`config.mk`:
```
export PLATFORM = sky130hd
export DESIGN_NAME = rpm_setpoint_ramp
export DESIGN_NICKNAME = d
export VERILOG_FILES = /design/src/rtl/rpm_setpoint_ramp.sv
export SDC_FILE = /design/constraint.sdc
export NUM_CORES = 1
export LEC_CHECK = 0
export ABC_AREA = 1
export BUFFER_PORTS_ARGS = -buffer_cell sky130_fd_sc_hd__buf_2
export CAP_MARGIN = 40
export CORE_MARGIN = 3
export CORE_UTILIZATION = 50
export CTS_BUF_LIST = sky130_fd_sc_hd__clkbuf_2
export CTS_CLUSTER_DIAMETER = 80
export CTS_CLUSTER_SIZE = 12
export DETAILED_ROUTE_END_ITERATION = 8
export GPL_TIMING_DRIVEN = 0
export MAX_ROUTING_LAYER = met4
export PLACE_DENSITY = 0.76
export SETUP_SLACK_MARGIN = 0.02
export SLEW_MARGIN = 10
export SYNTH_ARGS = -nofsm -noshare
export SYNTH_HDL_FRONTEND = slang
export SYNTH_SLANG_ARGS = --single-unit
```
`constraint.sdc`:
```
create_clock -name clk -period 4 [get_ports clk]
set_clock_uncertainty 0.15 [all_clocks]
set_input_delay 0.8 -clock clk [delete_from_list [all_inputs] [get_ports clk]]
set_output_delay 0.8 -clock clk [all_outputs]
set_load 0.02 [all_outputs]
```
`src/rtl/rpm_setpoint_ramp.sv`:
```
// rpm_setpoint_ramp
// Per-channel setpoint bank with slew-rate limiting. Each decoded UART write
// sets a channel target; on every prescaled tick each channel's ramped
// setpoint moves toward its target by at most STEP, so the downstream PID
// loops never see a step change.
// Optional feature: define SETPOINT_CLAMP_EN to saturate incoming targets to
// [-RPM_MAX, +RPM_MAX] before they are stored.
module rpm_setpoint_ramp #(
   parameter int DATA_WIDTH = 16,
   parameter int NUM_CHN    = 4,
   parameter int CHN_WIDTH  = 3,
   parameter int TICK_DIV   = 50000,
   parameter int STEP       = 20,
   parameter int RPM_MAX    = 3000
) (
   input  logic                          clk,
   input  logic                          rst,
   input  logic                          tr_valid_i,
   input  logic [CHN_WIDTH-1:0]          tr_chn_i,
   input  logic [DATA_WIDTH-1:0]         tr_data_i,
   output logic [NUM_CHN*DATA_WIDTH-1:0] sp_o,
   output logic                          sp_upd_o,
   output logic [NUM_CHN-1:0]            settled_o,
   output logic                          err_chn_o
);

   localparam int                  CNT_W    = (TICK_DIV > 2) ? $clog2(TICK_DIV) : 1;
   localparam logic [CNT_W-1:0]    CNT_LAST = CNT_W'(TICK_DIV - 1);
   localparam logic [CNT_W-1:0]    CNT_ONE  = CNT_W'(1);
   localparam logic [DATA_WIDTH:0] STEP_W   = (DATA_WIDTH+1)'(STEP);
   localparam logic [DATA_WIDTH:0] ONE_W    = (DATA_WIDTH+1)'(1);
   localparam logic [DATA_WIDTH-1:0] STEP_D = DATA_WIDTH'(STEP);

`ifdef SETPOINT_CLAMP_EN
   localparam logic [DATA_WIDTH-1:0] RPM_HI = DATA_WIDTH'(RPM_MAX);
   localparam logic [DATA_WIDTH-1:0] RPM_LO = DATA_WIDTH'(-RPM_MAX);
`endif

   // Saturate an incoming target (identity when clamping is not built in).
   function automatic logic [DATA_WIDTH-1:0] clamp_fn(input logic [DATA_WIDTH-1:0] v);
`ifdef SETPOINT_CLAMP_EN
      logic [DATA_WIDTH-1:0] res;
      if ($signed(v) > $signed(RPM_HI)) begin
         res = RPM_HI;
      end else if ($signed(v) < $signed(RPM_LO)) begin
         res = RPM_LO;
      end else begin
         res = v;
      end
      return res;
`else
      return v;
`endif
   endfunction

   logic [CNT_W-1:0]      cnt_q, cnt_d;
   logic [DATA_WIDTH-1:0] tgt_q [NUM_CHN];
   logic [DATA_WIDTH-1:0] tgt_d [NUM_CHN];
   logic [DATA_WIDTH-1:0] sp_q  [NUM_CHN];
   logic [DATA_WIDTH-1:0] sp_d  [NUM_CHN];
   logic                  sp_upd_q, sp_upd_d;
   logic                  err_chn_q, err_chn_d;

   logic                  tick_s;
   logic                  chn_ok_s;
   logic                  wr_ok_s;
   logic                  chg_s;
   logic [DATA_WIDTH:0]   diff_s [NUM_CHN];
   logic [DATA_WIDTH:0]   mag_s  [NUM_CHN];

   // Tick strobe and write qualification.
   always_comb begin
      tick_s   = (cnt_q == CNT_LAST);
      chn_ok_s = ({{(32-CHN_WIDTH){1'b0}}, tr_chn_i} < 32'(NUM_CHN));
      wr_ok_s  = tr_valid_i & chn_ok_s;
   end

   // Free-running prescaler, wraps after the tick cycle.
   always_comb begin
      if (tick_s) begin
         cnt_d = {CNT_W{1'b0}};
      end else begin
         cnt_d = cnt_q + CNT_ONE;
      end
   end

   // Signed distance to target (one extra bit so it never overflows) and its magnitude.
   always_comb begin
      for (int c = 0; c < NUM_CHN; c++) begin
         diff_s[c] = {tgt_q[c][DATA_WIDTH-1], tgt_q[c]} - {sp_q[c][DATA_WIDTH-1], sp_q[c]};
         if (diff_s[c][DATA_WIDTH]) begin
            mag_s[c] = ~diff_s[c] + ONE_W;
         end else begin
            mag_s[c] = diff_s[c];
         end
      end
   end

   // Ramp step on the tick using the current targets; snaps when within one step.
   always_comb begin
      chg_s = 1'b0;
      for (int c = 0; c < NUM_CHN; c++) begin
         sp_d[c] = sp_q[c];
         if (tick_s) begin
            if (mag_s[c] <= STEP_W) begin
               sp_d[c] = tgt_q[c];
            end else if (!diff_s[c][DATA_WIDTH]) begin
               sp_d[c] = sp_q[c] + STEP_D;
            end else begin
               sp_d[c] = sp_q[c] - STEP_D;
            end
         end else begin
            sp_d[c] = sp_q[c];
         end
         if (sp_d[c] != sp_q[c]) begin
            chg_s = 1'b1;
         end else begin
            chg_s = chg_s;
         end
      end
      sp_upd_d = tick_s & chg_s;
   end

   // Target bank write; a simultaneous tick already stepped toward the old target.
   always_comb begin
      for (int c = 0; c < NUM_CHN; c++) begin
         if (wr_ok_s && (tr_chn_i == CHN_WIDTH'(c))) begin
            tgt_d[c] = clamp_fn(tr_data_i);
         end else begin
            tgt_d[c] = tgt_q[c];
         end
      end
      err_chn_d = tr_valid_i & ~chn_ok_s;
   end

   // State registers with synchronous reset.
   always_ff @(posedge clk) begin
      if (rst) begin
         cnt_q     <= {CNT_W{1'b0}};
         sp_upd_q  <= 1'b0;
         err_chn_q <= 1'b0;
         for (int c = 0; c < NUM_CHN; c++) begin
            tgt_q[c] <= {DATA_WIDTH{1'b0}};
            sp_q[c]  <= {DATA_WIDTH{1'b0}};
         end
      end else begin
         cnt_q     <= cnt_d;
         sp_upd_q  <= sp_upd_d;
         err_chn_q <= err_chn_d;
         for (int c = 0; c < NUM_CHN; c++) begin
            tgt_q[c] <= tgt_d[c];
            sp_q[c]  <= sp_d[c];
         end
      end
   end

   // Output packing and per-channel settled compare.
   always_comb begin
      for (int c = 0; c < NUM_CHN; c++) begin
         sp_o[c*DATA_WIDTH +: DATA_WIDTH] = sp_q[c];
         settled_o[c]                     = (sp_q[c] == tgt_q[c]);
      end
      sp_upd_o  = sp_upd_q;
      err_chn_o = err_chn_q;
   end

endmodule

```
Word-level counts from Yosys, hierarchy flattened. Memories as Yosys holds them, arrays and structs flattened. Index checks and enable logic that the tools add are counted. Widths: inputs -> output; s select.

Shift operators: 0. Divide/modulo/power cells: 0. Muxes and demuxes: 35. $add $sub $neg: 17. Equal/unequal tests: 12. Bitwise operators: 16. Reductions and logical operators: 6. $mul: 0. Magnitude comparators: 5.

Operator list (number): $mux 16 (24); $add 17x1->17 const B (4); $le 17x5->1 const B (4); $mux 17 (4); $not 17->17 (4); $sub 16x16->17 (4); $add 16x5->16 const B (4); $eq 16x16->1 (4); $ne 16x16->1 (4); $sub 16x5->16 const B (4); $add 16x1->16 const B (1); $eq 16x16->1 const B (1); $or 1x1->1 (8); $mux 1 (7); $eq 3x2->1 const B (2); $logic_and 1x1->1 (4); $and 1x1->1 (3); $eq 3x1->1 const B (1); $logic_not 3->1 (1); $lt 3x3->1 const B (1); $reduce_or 2->1 (1); $not 1->1 (1).

Bits in read-only memories: 0. Flip-flop bits (word level): 18. Input port bits: 22. Memories kept: 2. Output and inout bits: 70. Logic and storage cells: 96. Memory bits (writable): 128. Bits in latches: 0.

Memory list: sp_q (words 4, bits a word 16, rd ports 4, clocked after memory_dff 0, wr ports 4, RTL line 59) `logic [DATA_WIDTH-1:0] sp_q [NUM_CHN];`; tgt_q (words 4, bits a word 16, rd ports 4, clocked after memory_dff 0, wr ports 4, RTL line 57) `logic [DATA_WIDTH-1:0] tgt_q [NUM_CHN];`.

Longest topological paths before layout. Gate-level depths: netlist of the first run.

Depth after elaboration: 13. Depth in mapped cells: 35.

Least setup slack after synthesis of the first run. OpenSTA, ideal clock, no wires.

Path type: register -> register. Start point: memory sp_q[3][0], in the netlist sp_q[0][48]. End point: register sp_upd_q, in the netlist sp_upd_o. Cell stages (with the launch flop): 33. Setup time: 0.109 ns. Data required time: 3.741 ns. Slack: -0.533 ns. Data arrival time: 4.274 ns. Clock period less this slack: 4.533 ns. Cells stage by stage: dfxtp_1 > ha_1 > inv_1 > fa_1 > nand2_1 > nand2_1 > nand3_1 > nand2_1 > nand2_1 > nand2_1 > nand2_1 > nand2_2 > buf_4 > ha_1 > inv_1 > nor4_1 > nand2_1 > nand2_1 > a21boi_0 > o21ai_0 > a21o_1 > a21oi_1 > or2_2 > nand3_1 > o211ai_1 > o21ai_1 > nand2_1 > nand2_1 > nand3_1 > nor2_1 > nand3_1 > nand2_1 > inv_1.

RTL lines: start, declared (RTL line 59); end signal, assigned (RTL line 148) `sp_upd_q <= sp_upd_d;`; end, declared (RTL line 61) `logic sp_upd_q, sp_upd_d;`.

==> results of run 1 <==
## kinds of logic after synthesis
logic type / Yosys count / synth area share [%]
xor+xnor: 64 / 3.40
compound gates: 428 / 14.5
buf+inv: 516 / 12.4
flops: 146 / 17.7
fa+ha+maj: 125 / 9.86
simple gates: 1595 / 42.0
## state kept, by name, indices dropped and copies added (netlist names)
name and cells:
err_chn_o 1, cnt_q 16, sp_upd_o 1, sp_q 64, tgt_q 64
## synth_stat cells, types with 2 or more instances
cell type / instances / area share (%)
a211oi_1: 39 / 1.8
a21boi_0: 2 / 0.091
a21o_1: 4 / 0.18
a21oi_1: 165 / 5.0
a21oi_2: 2 / 0.11
a221oi_1: 2 / 0.11
a31oi_1: 6 / 0.23
and2_1: 5 / 0.19
and3_1: 5 / 0.19
buf_1: 3 / 0.068
buf_2: 4 / 0.12
buf_4: 4 / 0.18
buf_6: 12 / 0.82
clkbuf_1: 38 / 0.87
clkinv_1: 3 / 0.068
dfxtp_1: 146 / 18
fa_1: 8 / 0.97
ha_1: 117 / 8.9
inv_1: 443 / 10
inv_2: 9 / 0.21
nand2_1: 873 / 20
nand2_2: 19 / 0.72
nand2_4: 3 / 0.21
nand3_1: 273 / 8.3
nand3_2: 12 / 0.73
nand3b_1: 14 / 0.64
nand4_1: 74 / 2.8
nor2_1: 259 / 5.9
nor2_2: 12 / 0.46
nor2_4: 8 / 0.55
nor3_1: 18 / 0.55
nor4_1: 7 / 0.27
o211ai_1: 15 / 0.68
o211ai_2: 3 / 0.23
o21a_1: 4 / 0.18
o21ai_0: 149 / 4.5
o21ai_1: 18 / 0.55
o21bai_1: 8 / 0.36
o22ai_1: 2 / 0.076
o31ai_1: 6 / 0.27
or2_2: 7 / 0.27
xnor2_1: 20 / 1.1
xor2_1: 44 / 2.3
## worst max-delay path: cells and delay by family (launching register included)
kind	cells	cell delay, ps
AOI/OAI and AO/OA	3	410
xor gates and xnor gates	1	300
adders and majority gates	3	770
buffers and inverters	5	450
DFF	1	420
and+or+nand+nor	20	1910
## where the power goes
part           switching, mW  internal, mW  total [mW]
logic                   2.28          1.46        3.74
registers             0.0356          1.45        1.49
clock network          0.595         0.223       0.818
total                   2.91          3.13        6.04
## per-layer routing
| layer | part of all wire (%) | global-route usage (%) | up-vias |
|---|---|---|---|
| li1 | - | - | 9943 |
| met1 | 41 | 44.5 | 9654 |
| met2 | 45 | 55.5 | 1098 |
| met3 | 9.8 | 5.65 | 240 |
| met4 | 4.3 | 12.0 | 0 |
| met5 | 0 | - | - |
## layout make-up
| class | instances | area [µm²] | area share, % |
|---|---|---|---|
| plain buffers | 60 | 405 | 1.85 |
| well taps | 435 | 544 | 2.48 |
| clock inverters | 13 | 110 | 0.502 |
| multi-input cells | 2213 | 13800 | 63.1 |
| flip-flops and latches | 146 | 3140 | 14.3 |
| diodes | 2 | 5.00 | 0.0228 |
| repair buffers | 275 | 2050 | 9.34 |
| clock buffers | 18 | 90.1 | 0.411 |
| inverters | 455 | 1750 | 7.97 |
## stage by stage
stage / std cells / util, % / setup slack (ps)
floorplan: 2874 / - / -15.6
finish: 3617 / 68.5 / -477
global route: 3617 / 68.5 / -619
global placement: 3400 / 55.5 / -1050
detailed placement: 3400 / 55.5 / -1080
CTS: 3525 / 61.6 / -368
## worst max-delay path by stage
stage	slack, ps	to	startpoint	cells past startpoint
finish	-480	sp_upd_o	tgt_q[0][0]	32
global route	-620	sp_upd_o	tgt_q[0][0]	32
CTS	-370	sp_upd_o	tgt_q[0][32]	32
detailed placement	-1080	sp_upd_o	sp_q[0][15]	24
global placement	-1050	sp_upd_o	sp_q[0][15]	24
floorplan	-20	sp_upd_o	sp_q[0][48]	32
## timing repair
item / in CTS / in global routing
pin swaps: 90 / 156
endpoints found under the hold margin: 0 / 0
setup endpoints to repair: 19 / 51
buffers inserted: 91 / 90
cloned: 5 / 2
resized for setup: 235 / 343
==> flow_summary.json, run 1 <==
{
  "wire_per_inst_um": 18.2,
  "violations": "negative setup slack",
  "drc": 0,
  "synthArstFlopShare_pct": 0,
  "clock-sinks": 146,
  "status": "finished with violations",
  "firstDrtPassIters": 7,
  "postSynthCellCount": 2874,
  "clk_pin_slew_ps": 260,
  "startpoint_type": "register",
  "core_um2": 32000,
  "setup_viol": 2,
  "die_h_um": 188,
  "area_growth_pct": 33.2,
  "start_util_pct": 51.4,
  "place.gp.congestion": 1.00,
  "synthesis.nets": 3021,
  "syn_area_um2": 16500,
  "antenna_found_initial": 1,
  "layout-drive-gt1-share_pct": 26.5,
  "worstPathArrival_ps": 5030,
  "final_area_um2": 21900,
  "layout_setup_ws_ps": -477,
  "crit_required_ps": 4550,
  "grt_start_max_net_pins": 17,
  "first_iter_violations": 2005,
  "end_kind": "register",
  "synth_warnings": 0,
  "fin_nets": 3315,
  "gr-total-overflow": 0,
  "min_to": "tgt_q[0][45]",
  "path_class": "reg2reg",
  "drv_slew": 0,
  "power.density_nw_per_um2": 275,
  "clk_latency_ps": 780,
  "ys.flop_type": "dfxtp_1",
  "min_path_type": "in2reg",
  "grt_pass1_wl_um": 96200,
  "pin_count": 92,
  "cts_max_level": 4,
  "final_common_cell": "nand2_1",
  "slowest_delay_ps": 420,
  "rr_endpoint": "sp_upd_o",
  "numCtsBuffers": 17,
  "hold_ws_ps": 206,
  "hold_viol": 0,
  "reg2reg_setup_slack_ps": -480,
  "dieArea_um2": 35200,
  "ant_nets": 0,
  "layout_min_cycle_time_ps": 4480,
  "wl_um": 65700,
  "peakVddDrop_v": 0.000174,
  "place.detailed.hpwl_um": 47100,
  "seq_area_frac_synth_pct": 17.7,
  "viasPerCell": 5.79,
  "hp-start": "tr_data_i[13]",
  "synth_edf_count": 0,
  "crit_slowest_cell": "dfxtp_2",
  "row_count": 65,
  "cts_tree": "yes",
  "cap_violations": 0,
  "grt_use_total_pct": 34.7,
  "holdBufCountCts": 0,
  "crit_top_cell": "nand2_4",
  "worstMarginPinSlew_ps": 995,
  "ff2ff_path_depth": 32,
  "portBuffers": 91,
  "postPlaceCellArea_um2": 17800,
  "final_cell_mix": "nand2_1 (800), inv_1 (395), nand3_1 (249)",
  "max_freq_mhz": 223,
  "slew_headroom_pct": 33.2,
  "vias": 20935,
  "r2r_start": "tgt_q[0][0]",
  "rsz0062_at_grt": "true",
  "clock_path_buffers": 2,
  "fin_tns_setup_ps": -628,
  "p_leak_nw": 11.0,
  "post-route-period-util_pct": 112,
  "min_path_cells": 3,
  "synth.avg_cell_area_um2": 5.73,
  "die_x_um": 188,
  "fillers": 2831,
  "clockRootBuffer": "clkbuf_2",
  "yosysUniqueCellTypes": 52,
  "grt_pass1_vias": 18564,
  "synth-seq-cells": 146,
  "worstPathMaxFanout": 6,
  "power.total_mw": 6.04
}
Power figures use the tool's default switching activity.
==> run 2: changes to the inputs <==
--- a/config.mk
+++ b/config.mk
@@ -14,7 +14,6 @@
 export CTS_CLUSTER_DIAMETER = 80
 export CTS_CLUSTER_SIZE = 12
 export DETAILED_ROUTE_END_ITERATION = 8
-export GPL_TIMING_DRIVEN = 0
 export MAX_ROUTING_LAYER = met4
 export PLACE_DENSITY = 0.76
 export SETUP_SLACK_MARGIN = 0.02
==> flow_summary.json, run 2 (synthesis gave the netlist of run 1 again) <==
{
  "holdBufCountCts": 0,
  "status": "finished with violations",
  "reg2reg_setup_slack_ps": -400,
  "drc": 0,
  "fillers": 2686,
  "wire_per_inst_um": 16.4,
  "hold_viol": 0,
  "drv_slew": 0,
  "wl_um": 65800,
  "cts_tree": "yes",
  "numCtsBuffers": 17,
  "grt_start_max_net_pins": 81,
  "peakVddDrop_v": 0.000161,
  "postPlaceCellArea_um2": 21800,
  "placedCellCount": 3916,
  "cap_violations": 0,
  "rsz0062_at_grt": "true",
  "clk_latency_ps": 810,
  "clock_path_buffers": 2,
  "pin_count": 92,
  "start_util_pct": 51.4,
  "layout_min_cycle_time_ps": 4400,
  "reg_top3": "sp_q x64, tgt_q x64, cnt_q x16",
  "min_path_type": "in2reg",
  "die_x_um": 188,
  "grt_use_total_pct": 36.3,
  "ant_nets": 0,
  "crit_slowest_cell": "nor4_2",
  "final_common_cell": "nand2_1",
  "max_freq_mhz": 227,
  "layout_setup_ws_ps": -403,
  "clk_pin_slew_ps": 280,
  "post-route-period-util_pct": 110,
  "top_layer_used": "met4",
  "firstDrtPassIters": 6,
  "wl_met3_um": 5940,
  "fin_cells": 4002,
  "crit_top_cell": "nand2_1",
  "dieArea_um2": 35200,
  "portBuffers": 91,
  "row_count": 65,
  "layout-drive-gt1-share_pct": 31.5,
  "core_um2": 32000,
  "clock-sinks": 146,
  "viasPerCell": 5.54,
  "end_kind": "register",
  "slowest_delay_ps": 420,
  "crit_required_ps": 4570,
  "cts_max_level": 4,
  "worstMarginPinSlew_ps": 862,
  "fin_nets": 3698,
  "worstPathArrival_ps": 4980,
  "met2_length_um": 30200,
  "first_iter_violations": 1996,
  "startpoint_type": "register",
  "final_cell_mix": "nand2_1 (815), buf_4 (605), inv_1 (428)",
  "violations": "negative setup slack",
  "grt_pass1_vias": 20768,
  "slew_headroom_pct": 42.4,
  "crit_buf_inv": 5,
  "place.gp.congestion": 1.01,
  "setup_viol": 2,
  "path_class": "reg2reg",
  "grt_pass1_wl_um": 103000,
  "die_h_um": 188,
  "met1_length_um": 26900,
  "final_area_um2": 23800,
  "hold_ws_ps": 63.5,
  "worstPathMaxFanout": 8,
  "vias": 22181,
  "clockRootBuffer": "clkbuf_2",
  "crit_family": "simple AND/OR/NAND/NOR gates",
  "power.density_nw_per_um2": 266,
  "antenna_found_initial": 1,
  "place.detailed.hpwl_um": 50200,
  "area_growth_pct": 44.5,
  "fin_tns_setup_ps": -627,
  "gr-total-overflow": 0,
  "p_leak_nw": 12.8
}
run 2: cell count changes in the layout (fill, tap and decap cells not counted), sizes merged:
cell,delta
clkinvlp,-7
nor2,+1
bufbuf,-4
clkinv,-1
clkbuf,-40
diode,+1
buf,+426
bufinv,+1
inv,+8
run 2: layout make-up:
cell class                 instances  area [µm²]  area share (%)
tap                              435         544            2.29
inverter                         455        1720            7.20
multi-input combinational       2214       13000            54.6
clock inverter                    14         153           0.641
timing repair buffer             717        5290            22.2
antenna                            3        7.51          0.0315
clock buffer                      18        90.1           0.378
sequential                       146        3000            12.6
run 2: report_power, final:
part	switching, mW	leakage, nW	internal, mW
registers	0.0223	1.21	1.48
clock network	0.631	0.150	0.300
logic	2.27	11.4	1.64
total	2.92	12.8	3.42
run 2: final timing paths:
| kind | start | endpoint | cells past startpoint |
|---|---|---|---|
| worst min register to register | cnt_q[0] | cnt_q[0] | 1 |
| worst min-delay path | rst | sp_q[0][0] | 2 |
| worst max-delay path | tgt_q[0][0] | sp_upd_o | 30 |
| worst max register to register | tgt_q[0][0] | sp_upd_o | 30 |
run 2: metal layers:
layer,up-vias,track usage (%)
met1,10195,44.8
met2,1071,58.9
met4,0,13.2
met5,-,-
met3,239,7.40
li1,10676,-
run 2: per-stage QoR:
stage / total power [mW] / util (%) / setup WS [ps]
global placement: 4.75 / 68.0 / -412
global route: 6.80 / 74.3 / -664
finish: 6.34 / 74.3 / -403
detailed placement: 4.85 / 68.1 / -476
CTS: 5.95 / 70.8 / -228
floorplan: 3.68 / - / -15.6
run 2: timing repair:
action,CTS,global route
gates cloned,1,1
setup endpoints to repair,9,43
resized for setup,108,197
pin swaps,63,110
buffers inserted,18,33
